### src/rtl/mux_seq_pkg.sv
// Shared types and constants for the analog test-mux sweep controller.
package mux_seq_pkg;
  localparam int NUM_CH = 8;
  localparam int SLOT_W = 4;
  localparam logic [SLOT_W-1:0] TEMP_SLOT_ID = 4'd8;

  typedef enum logic [1:0] {
    S_IDLE,
    S_GAP,
    S_SETTLE,
    S_PRESENT
  } state_t;
endpackage

### src/rtl/mux_seq_next_slot.sv
// Lowest enabled slot in a 9-bit mask, either from slot 0 or strictly above i_cur.
module mux_seq_next_slot
  import mux_seq_pkg::*;
(
  input  logic [NUM_CH:0]   i_mask,
  input  logic [SLOT_W-1:0] i_cur,
  input  logic              i_from_start,
  output logic [SLOT_W-1:0] o_idx,
  output logic              o_found
);
  // Scan high to low so the lowest qualifying bit is the one left standing.
  always_comb begin
    o_found = 1'b0;
    o_idx   = '0;
    for (int i = NUM_CH; i >= 0; i--) begin
      if (i_mask[i] && (i_from_start || (SLOT_W'(i) > i_cur))) begin
        o_found = 1'b1;
        o_idx   = SLOT_W'(i);
      end
    end
  end
endmodule

### src/rtl/mux_sequencer.sv
// Test-mux sweep controller: break-before-make channel stepping, settle, capture, valid/ready out.
// Temperature slot is present only when MUX_SEQ_TEMP_EN is defined.
module mux_sequencer
  import mux_seq_pkg::*;
#(
  parameter int SETTLE_CYCLES = 4
) (
  input  logic        CLK,
  input  logic        RST,
  input  logic        ENABLE,
  input  logic [7:0]  CHEN,
  input  logic        TEMPEN,
  input  logic [15:0] MUX_IN,
  input  logic        SAMPLE_READY,
  output logic [7:0]  ATMCHSEL,
  output logic        TEMPSEL,
  output logic [15:0] SAMPLE_DATA,
  output logic [3:0]  SAMPLE_CH,
  output logic        SAMPLE_VALID,
  output logic        SWEEP_DONE,
  output logic        BUSY
);
  localparam int CNT_W = 8;

  state_t              r_state;
  logic [NUM_CH:0]     r_mask;
  logic [SLOT_W-1:0]   r_cur;
  logic [CNT_W-1:0]    r_cnt;
  logic [7:0]          r_sel;
  logic [15:0]         r_data;
  logic [SLOT_W-1:0]   r_ch;
  logic                r_valid;
  logic                r_done;
  logic                r_busy;

  logic [NUM_CH:0]     w_eff;
  logic [NUM_CH:0]     w_search_mask;
  logic [SLOT_W-1:0]   w_nxt;
  logic                w_found;

`ifdef MUX_SEQ_TEMP_EN
  logic r_tempsel;
  assign w_eff   = {TEMPEN, CHEN};
  assign TEMPSEL = r_tempsel;
`else
  logic w_unused_tempen;
  assign w_unused_tempen = TEMPEN;
  assign w_eff   = {1'b0, CHEN};
  assign TEMPSEL = 1'b0;
`endif

  // One search unit: picks the first slot from the live mask in IDLE, then advances over the latched one.
  assign w_search_mask = (r_state == S_IDLE) ? w_eff : r_mask;

  mux_seq_next_slot u_next (
    .i_mask       (w_search_mask),
    .i_cur        (r_cur),
    .i_from_start (r_state == S_IDLE),
    .o_idx        (w_nxt),
    .o_found      (w_found)
  );

  always_ff @(posedge CLK) begin
    if (RST) begin
      r_state <= S_IDLE;
      r_mask  <= '0;
      r_cur   <= '0;
      r_cnt   <= '0;
      r_sel   <= '0;
      r_data  <= '0;
      r_ch    <= '0;
      r_valid <= 1'b0;
      r_done  <= 1'b0;
      r_busy  <= 1'b0;
`ifdef MUX_SEQ_TEMP_EN
      r_tempsel <= 1'b0;
`endif
    end else begin
      r_done <= 1'b0;
      case (r_state)
        S_IDLE: begin
          if (ENABLE && w_found) begin
            r_mask  <= w_eff;
            r_cur   <= w_nxt;
            r_busy  <= 1'b1;
            r_state <= S_GAP;
          end
        end
        S_GAP: begin
          r_cnt   <= CNT_W'(SETTLE_CYCLES - 1);
          r_sel   <= (r_cur == TEMP_SLOT_ID) ? 8'h00 : (8'd1 << r_cur[2:0]);
`ifdef MUX_SEQ_TEMP_EN
          r_tempsel <= (r_cur == TEMP_SLOT_ID);
`endif
          r_state <= S_SETTLE;
        end
        S_SETTLE: begin
          if (r_cnt == '0) begin
            r_data  <= MUX_IN;
            r_ch    <= r_cur;
            r_valid <= 1'b1;
            r_state <= S_PRESENT;
          end else begin
            r_cnt <= r_cnt - 1'b1;
          end
        end
        S_PRESENT: begin
          if (SAMPLE_READY) begin
            r_valid <= 1'b0;
            r_sel   <= '0;
`ifdef MUX_SEQ_TEMP_EN
            r_tempsel <= 1'b0;
`endif
            if (w_found && ENABLE) begin
              r_cur   <= w_nxt;
              r_state <= S_GAP;
            end else begin
              // Done only when the mask is exhausted; an ENABLE drop aborts silently.
              r_done  <= !w_found;
              r_busy  <= 1'b0;
              r_state <= S_IDLE;
            end
          end
        end
        default: r_state <= S_IDLE;
      endcase
    end
  end

  assign ATMCHSEL     = r_sel;
  assign SAMPLE_DATA  = r_data;
  assign SAMPLE_CH    = r_ch;
  assign SAMPLE_VALID = r_valid;
  assign SWEEP_DONE   = r_done;
  assign BUSY         = r_busy;
endmodule

### config.mk
export PLATFORM = sky130hd
export DESIGN_NAME = mux_sequencer
export DESIGN_NICKNAME = d
export VERILOG_FILES = /design/src/rtl/mux_seq_pkg.sv /design/src/rtl/mux_seq_next_slot.sv /design/src/rtl/mux_sequencer.sv
export SDC_FILE = /design/constraint.sdc
export NUM_CORES = 1
export LEC_CHECK = 0
export CORE_MARGIN = 1.5
export CORE_UTILIZATION = 50
export CTS_CLUSTER_SIZE = 30
export DETAILED_ROUTE_END_ITERATION = 10
export GPL_TIMING_DRIVEN = 0
export PLACE_DENSITY_LB_ADDON = 0.1
export SLEW_MARGIN = 20
export SYNTH_ARGS = -nofsm -noshare
export SYNTH_HDL_FRONTEND = slang
export SYNTH_HIERARCHICAL = 1
export SYNTH_SLANG_ARGS = --single-unit
### constraint.sdc
create_clock -name CLK -period 4 [get_ports CLK]
set_clock_uncertainty 0.15 [all_clocks]
set_input_delay 1 -clock CLK [delete_from_list [all_inputs] [get_ports CLK]]
set_output_delay 1 -clock CLK [all_outputs]
set_load 0.01 [all_outputs]
==> qor.yml, run 1 <==
logic_synthesis:
  synthArstFlopShare_pct: 0
  yosys_register_bits: 53
  ys_top_cells_by_area: "dfxtp_1 (40%), nand2_1 (9.0%), a21oi_1 (6.3%)"
  ys_types: 56
  syn-instance-count: 311
  synth_area_um2: 2620
  yosys.area.top_type: "dfxtp_1"
  yosysWarnings: 6
  synth-main-ff-cell: "dfxtp_1"
  syn_area_per_cell_um2: 8.44
  synth_edf_count: 0
  synth_top_area_share_pct: 40.4
  ys_seq_area_share_pct: 40.4
clock_network:
  cts_hold_buf: 0
  clock-sinks: 53
  cts_setup_buffers: 0
  htreeDepth: 2
  cts_resized: 0
  cts_root_buffer: "clkbuf_8"
  path_clk_slew_ns: 0.09
  cts_buffer_depth: 2
  numCtsBuffers: 5
  cts_tree: "yes"
  clock_latency_ns: 0.31
min_path:
  min_path_cells: 2
  hold_start: "SAMPLE_DATA[7]"
  min_path_type: "reg -> reg"
  hold_end: "SAMPLE_DATA[7]"
sta:
  relSlewSlack_pct: 53.1
  setup_violations: 0
  rsz0062_at_grt: "false"
  drv_slew: 0
  post-route-period-util_pct: 91.5
  period_minus_slack_ns: 3.66
  finalHoldViolCount: 0
  tightestPinTransition_ns: 0.684
  fin_setup_tns_ns: 0
  max_freq_mhz: 273
route:
  vias: 2414
  avgRoutedWirePerCell_um: 14.0
  drtIter0Drc: 111
  routed.top_layer: "met4"
  drtAntennaViolNets: 0
  dr_wl_met3_um: 353
  drt-pass1-iter-count: 4
  wl_met2_mm: 3.22
  drcViolationCount: 0
  wl_met1_mm: 2.61
  vias_per_cell: 5.41
  drt-total-wl_mm: 6.26
global_route:
  grt_pass1_vias: 2216
  grt_remaining_overflow: 0
  antenna_found_initial: 0
  grt_usage_pct: 22.7
  grt_pass1_wl_mm: 9.89
  grt_max_degree: 16
die:
  initial_utilization_pct: 51.7
  core_area_um2: 5070
  die-area_um2: 5690
  io_pins: 61
  rows: 26
  dieHeight_um: 75.4
  die_x_um: 75.4
worst_setup_path:
  cp.buffers_inverters: 3
  timing.reg2reg.setup_slack_ns: 0.34
  crit_family: "compound AO/OA/AOI/OAI gates"
  max_stage_delay_ns: 0.46
  rr_startpoint: "r_state[0]"
  start_kind: "flop"
  critPathRequiredTime_ns: 4.04
  r2r_end: "BUSY"
  crit_fanout: 12
  crit_arrival_ns: 3.70
  crit_path_start: "r_state[0]"
  cpMaxStageDelayCell: "ha_1"
  cp_cell_sequence: "inv_1, ha_1, clkbuf_1, mux2_2, o21ai_0, a21bo_1, o32ai_2, nand3b_1, and3_1, clkbuf_1, o21ai_0, a21oi_1"
  crit_path_end_kind: "flop"
  rr_worst_depth: 12
  worstSetupPathType: "reg -> reg"
final_layout:
  postLayoutCellArea_um2: 3390
  finish.utilization_pct: 66.8
  area_delta_synth_final_pct: 29.2
  insertedDiodeCount: 0
  filler_cell_count: 453
  drive_above_1_share_pct: 8.51
  nets: 411
power:
  p_per_area_nw_per_um2: 625
  power_leakage_nw: 1.23
  peakVddDrop_uv: 356
place:
  dp.final_hpwl_mm: 4.57
  gp_congestion: 0.838
  portBuffers: 57
  placed_area_um2: 3290
outcome:
  status: "completed"
flow_run:
  cap_viol_max_count: 0
-- tightest hold or removal path, stage by stage (launching register included) --
cell,delay (ns)
dfxtp_1,0.32
nand2_1,0.05
a21oi_1,0.05
-- logic make-up after synthesis --
| family | after synthesis | share of synthesized area (%) |
|---|---|---|
| simple gates | 133 | 24.9 |
| flops | 53 | 40.4 |
| compound gates | 75 | 20.8 |
| buf+inv | 27 | 4.34 |
| other cells | 1 | 0.143 |
| fa+ha+maj | 6 | 2.86 |
| mux | 16 | 6.53 |
-- where the power goes --
part / switching (mW) / leakage, nW / internal (mW)
clock network: 0.174 / 0.0540 / 0.182
logic: 0.568 / 0.749 / 0.479
registers: 0.0988 / 0.430 / 0.619
total: 0.840 / 1.23 / 1.28
-- through the flow --
step           std cells  hold slack, ns  setup WS [ns]  power, mW
2_1_floorplan        312           0.284          0.835       1.48
3_3_place_gp         439           0.290          0.361       1.74
3_5_place_dp         439           0.297          0.375       1.76
4_1_cts              446           0.310          0.353       2.12
5_1_grt              446           0.329         0.0134       2.28
6_report             446           0.307          0.339       2.12
-- per-layer routing --
layer	up-vias	global-route usage, %
li1	1211	-
met1	1131	26.3
met5	-	0
met3	7	4.76
met4	0	9.33
met2	65	40.7
-- cell type report --
type | count | area, µm² | area share [%]
buffer | 16 | 72.6 | 2.14
clock buffer | 5 | 68.8 | 2.03
clock inverter | 2 | 35.0 | 1.03
inverter | 11 | 41.3 | 1.22
multi-input combinational | 232 | 1450 | 42.9
sequential | 53 | 1060 | 31.3
tap | 70 | 87.6 | 2.58
timing repair buffer | 57 | 571 | 16.8
-- synth_stat cells, types with 2 or more instances --
library cell,n
ha_1,6
nor4_1,2
clkbuf_1,11
nor2b_1,5
nand3_1,5
a2111oi_4,2
o211a_1,2
a22oi_1,8
nor3_1,6
nor3b_1,2
nand3b_1,7
a21boi_0,2
o22ai_1,2
dfxtp_1,53
inv_1,11
and3_1,3
nand2_1,63
a21oi_1,33
nor2_1,25
buf_4,3
a211oi_1,3
mux2i_1,7
mux2_2,9
nand2b_1,2
a31oi_1,2
o21ai_0,7
-- flip-flops by register name (all words and copies together) (netlist names) --
signal and count:
BUSY 1, ATMCHSEL 8, SAMPLE_VALID 1, r_state 2, SAMPLE_CH 4, r_cur 4, r_mask 8, r_cnt 8
SAMPLE_DATA 16, SWEEP_DONE 1
-- worst max path at each step --
stage	endpoint	slack, ns	cells past startpoint
6_report	BUSY	0.34	12
5_1_grt	BUSY	0.01	12
4_1_cts	BUSY	0.35	12
3_5_place_dp	BUSY	0.37	12
3_3_place_gp	BUSY	0.36	12
2_1_floorplan	r_state[0]	0.84	12
-- cell usage in the layout (no fill, tap or decap), types with 6 or more instances in the layout --
master           synthesis  layout
a21oi_1                 33      33
a22oi_1                  8       8
clkbuf_1                11      11
clkdlybuf4s50_1          0      57
dfxtp_1                 53      53
ha_1                     6       6
inv_1                   11      11
mux2_2                   9       9
mux2i_1                  7       7
nand2_1                 63      63
nand3b_1                 7       7
nor2_1                  25      25
nor3_1                   6       6
o21ai_0                  7       7
(Power assumes the default switching activity.)
==> run 2, diff against run 1 <==
--- a/config.mk
+++ b/config.mk
@@ -5,8 +5,10 @@
 export SDC_FILE = /design/constraint.sdc
 export NUM_CORES = 1
 export LEC_CHECK = 0
+export CELL_PAD_IN_SITES_DETAIL_PLACEMENT = 0
+export CELL_PAD_IN_SITES_GLOBAL_PLACEMENT = 2
 export CORE_MARGIN = 1.5
-export CORE_UTILIZATION = 50
+export CORE_UTILIZATION = 29
 export CTS_CLUSTER_SIZE = 30
 export DETAILED_ROUTE_END_ITERATION = 10
 export GPL_TIMING_DRIVEN = 0
==> run 2 against run 1 <==
Compared with the run above: first-iteration DRC count down 50%; sequential share of layout area is 0.30 points lower; count of clock-buffer cells in the layout up 1; global-route usage fell by 8.1 points; critical path type unchanged.
==> qor.yml, run 2 (synthesis gave the netlist of run 1 again) <==
outcome:
  status: "completed"
die:
  core_area_um2: 8760  # +73%
  rows: 34  # +31%
  io_pins: 61  # unchanged
  initial_utilization_pct: 29.9  # -22 points
  die_x_um: 98.1  # +30%
  die-area_um2: 9630  # +69%
  dieHeight_um: 98.1  # +30%
route:
  avgRoutedWirePerCell_um: 14.4  # +2.2%
  vias_per_cell: 4.87  # -10%
  drtAntennaViolNets: 0  # unchanged
  vias: 2362  # -2.2%
  drt-pass1-iter-count: 4  # unchanged
  drcViolationCount: 0  # unchanged
  drtIter0Drc: 55  # -50%
  drt-total-wl_mm: 6.96  # +11%
clock_network:
  cts_buffer_depth: 2  # unchanged
  clock_latency_ns: 0.30  # about the same
  clock-sinks: 53  # unchanged
  numCtsBuffers: 5  # unchanged
  htreeDepth: 2  # unchanged
  cts_hold_buf: 0  # unchanged
  path_clk_slew_ns: 0.10  # about the same
  cts_tree: "yes"
  cts_root_buffer: "clkbuf_8"
global_route:
  grt_remaining_overflow: 0  # unchanged
  grt_max_degree: 17  # +1
  met2_usage_pct: 25.0  # -16 points
  grt_util_met1_pct: 19.5  # -6.9 points
  grt_pass1_vias: 2303  # +3.9%
  grt_usage_pct: 14.7  # -8.1 points
  top_usage_layer: "met2"
  antenna_found_initial: 0  # unchanged
  grt_util_met3_pct: 2.29  # -2.5 points
  grt_pass1_wl_mm: 11.5  # +16%
sta:
  setup_violations: 0  # unchanged
  max_freq_mhz: 281  # +2.9%
  fin_setup_tns_ns: 0  # unchanged
  rsz0062_at_grt: "false"
  drv_slew: 0  # unchanged
  relSlewSlack_pct: 49.3  # -3.8 points
  period_minus_slack_ns: 3.56  # -0.103 ns
  finalHoldViolCount: 0  # unchanged
  post-route-period-util_pct: 88.9  # -2.6 points
  fin_ws_ns: 0.442  # +0.103 ns
  tightestPinTransition_ns: 0.740  # +0.0560 ns
final_layout:
  final_common_cell: "nand2_1"
  insertedDiodeCount: 0  # unchanged
  area_delta_synth_final_pct: 30.4
  layout_common_cells: "nand2_1 (63), clkdlybuf4s50_1 (57), dfxtp_1 (53)"
  drive_above_1_share_pct: 8.75  # +0.24 points
  largest_register_ffs: 16  # unchanged
  filler_cell_count: 946  # +110%
  nets: 411  # unchanged
worst_setup_path:
  critPathRequiredTime_ns: 4.03  # about the same
  rr_startpoint: "r_state[0]"
  crit_path_start: "r_state[0]"
  start_kind: "flop"
  crit_arrival_ns: 3.59  # -0.11 ns
  timing.reg2reg.setup_slack_ns: 0.44  # +0.10 ns
  crit_fanout: 12  # unchanged
  setup.worst_path.end: "BUSY"
  rr_worst_depth: 12  # unchanged
  worstSetupPathType: "reg -> reg"
  r2r_end: "BUSY"
  crit_path_end_kind: "flop"
flow_run:
  cap_viol_max_count: 0  # unchanged
place:
  gp_congestion: 0.745  # -11%
  portBuffers: 57  # unchanged
  dp.final_hpwl_mm: 5.08  # +11%
  dp_slack_ns: 0.229  # -0.145 ns
min_path:
  hold_start: "r_mask[2]"
  min_path_cells: 2  # unchanged
  min_path_type: "reg -> reg"
power:
  peakVddDrop_uv: 214  # -40%
  p_per_area_nw_per_um2: 606  # -3.0%
  power_leakage_nw: 1.22  # -1.1%
-- run 2: cell types whose count changed in the layout (fill, tap and decap cells not counted) --
cell        change
clkbuf_2        +1
bufinv_16       -1
clkinv_2        -1
clkinvlp_4      +2
-- run 2: where the power goes --
part | internal, mW | switching, mW | leakage, nW
Clock | 0.124 | 0.181 | 0.0374
Combinational | 0.480 | 0.575 | 0.752
Sequential | 0.619 | 0.0961 | 0.430
-- run 2: how the worst min path moves through the flow --
stage / endpoint / slack (ns)
6_report: r_mask[2] / 0.31
4_1_cts: SAMPLE_DATA[9] / 0.31
3_3_place_gp: r_mask[7] / 0.29
3_5_place_dp: r_mask[2] / 0.30
5_1_grt: SAMPLE_DATA[12] / 0.34
2_1_floorplan: r_mask[0] / 0.28
-- run 2: layout make-up --
| class | instances | area [µm²] | share of cell area [%] |
|---|---|---|---|
| sequential | 53 | 1060 | 31.0 |
| clock buffer | 6 | 72.6 | 2.12 |
| clock inverter | 2 | 15.0 | 0.439 |
| tap | 108 | 135 | 3.95 |
| multi-input combinational | 232 | 1450 | 42.4 |
| timing repair buffer | 57 | 571 | 16.7 |
| buffer | 16 | 73.8 | 2.16 |
| inverter | 11 | 41.3 | 1.21 |
-- run 2: what timing repair did --
action,in CTS,in global routing
buffers inserted,0,0
gates resized for setup,0,2
endpoints found under the setup margin,0,9
-- run 2: layer usage --
metal | vias up | share of wire [%]
met3 | 2 | 2.8
li1 | 1211 | -
met2 | 30 | 49
met1 | 1119 | 48
met4 | 0 | 0.52
met5 | - | 0
-- run 2: critical path: stages (launching register included) --
cell and delay, ns:
dfxtp_1 0.35, inv_1 0.11, ha_1 0.45, clkbuf_2 0.35, mux2_2 0.40, o21ai_0 0.15
a21bo_1 0.24, o32ai_2 0.31, nand3b_1 0.23, and3_1 0.24, clkbuf_1 0.22, o21ai_0 0.20
a21oi_1 0.05
-- run 2: metrics by stage --
step / hold slack, ns / area, µm² / utilization, % / cells / total power [mW]
4_1_cts: 0.315 / 3420 / 39.0 / 485 / 2.12
3_5_place_dp: 0.299 / 3330 / 38.0 / 477 / 1.79
2_1_floorplan: 0.284 / 2630 / - / 312 / 1.48
6_report: 0.309 / 3420 / 39.0 / 485 / 2.08
3_3_place_gp: 0.290 / 3330 / 38.0 / 477 / 1.80
5_1_grt: 0.336 / 3420 / 39.0 / 485 / 2.26
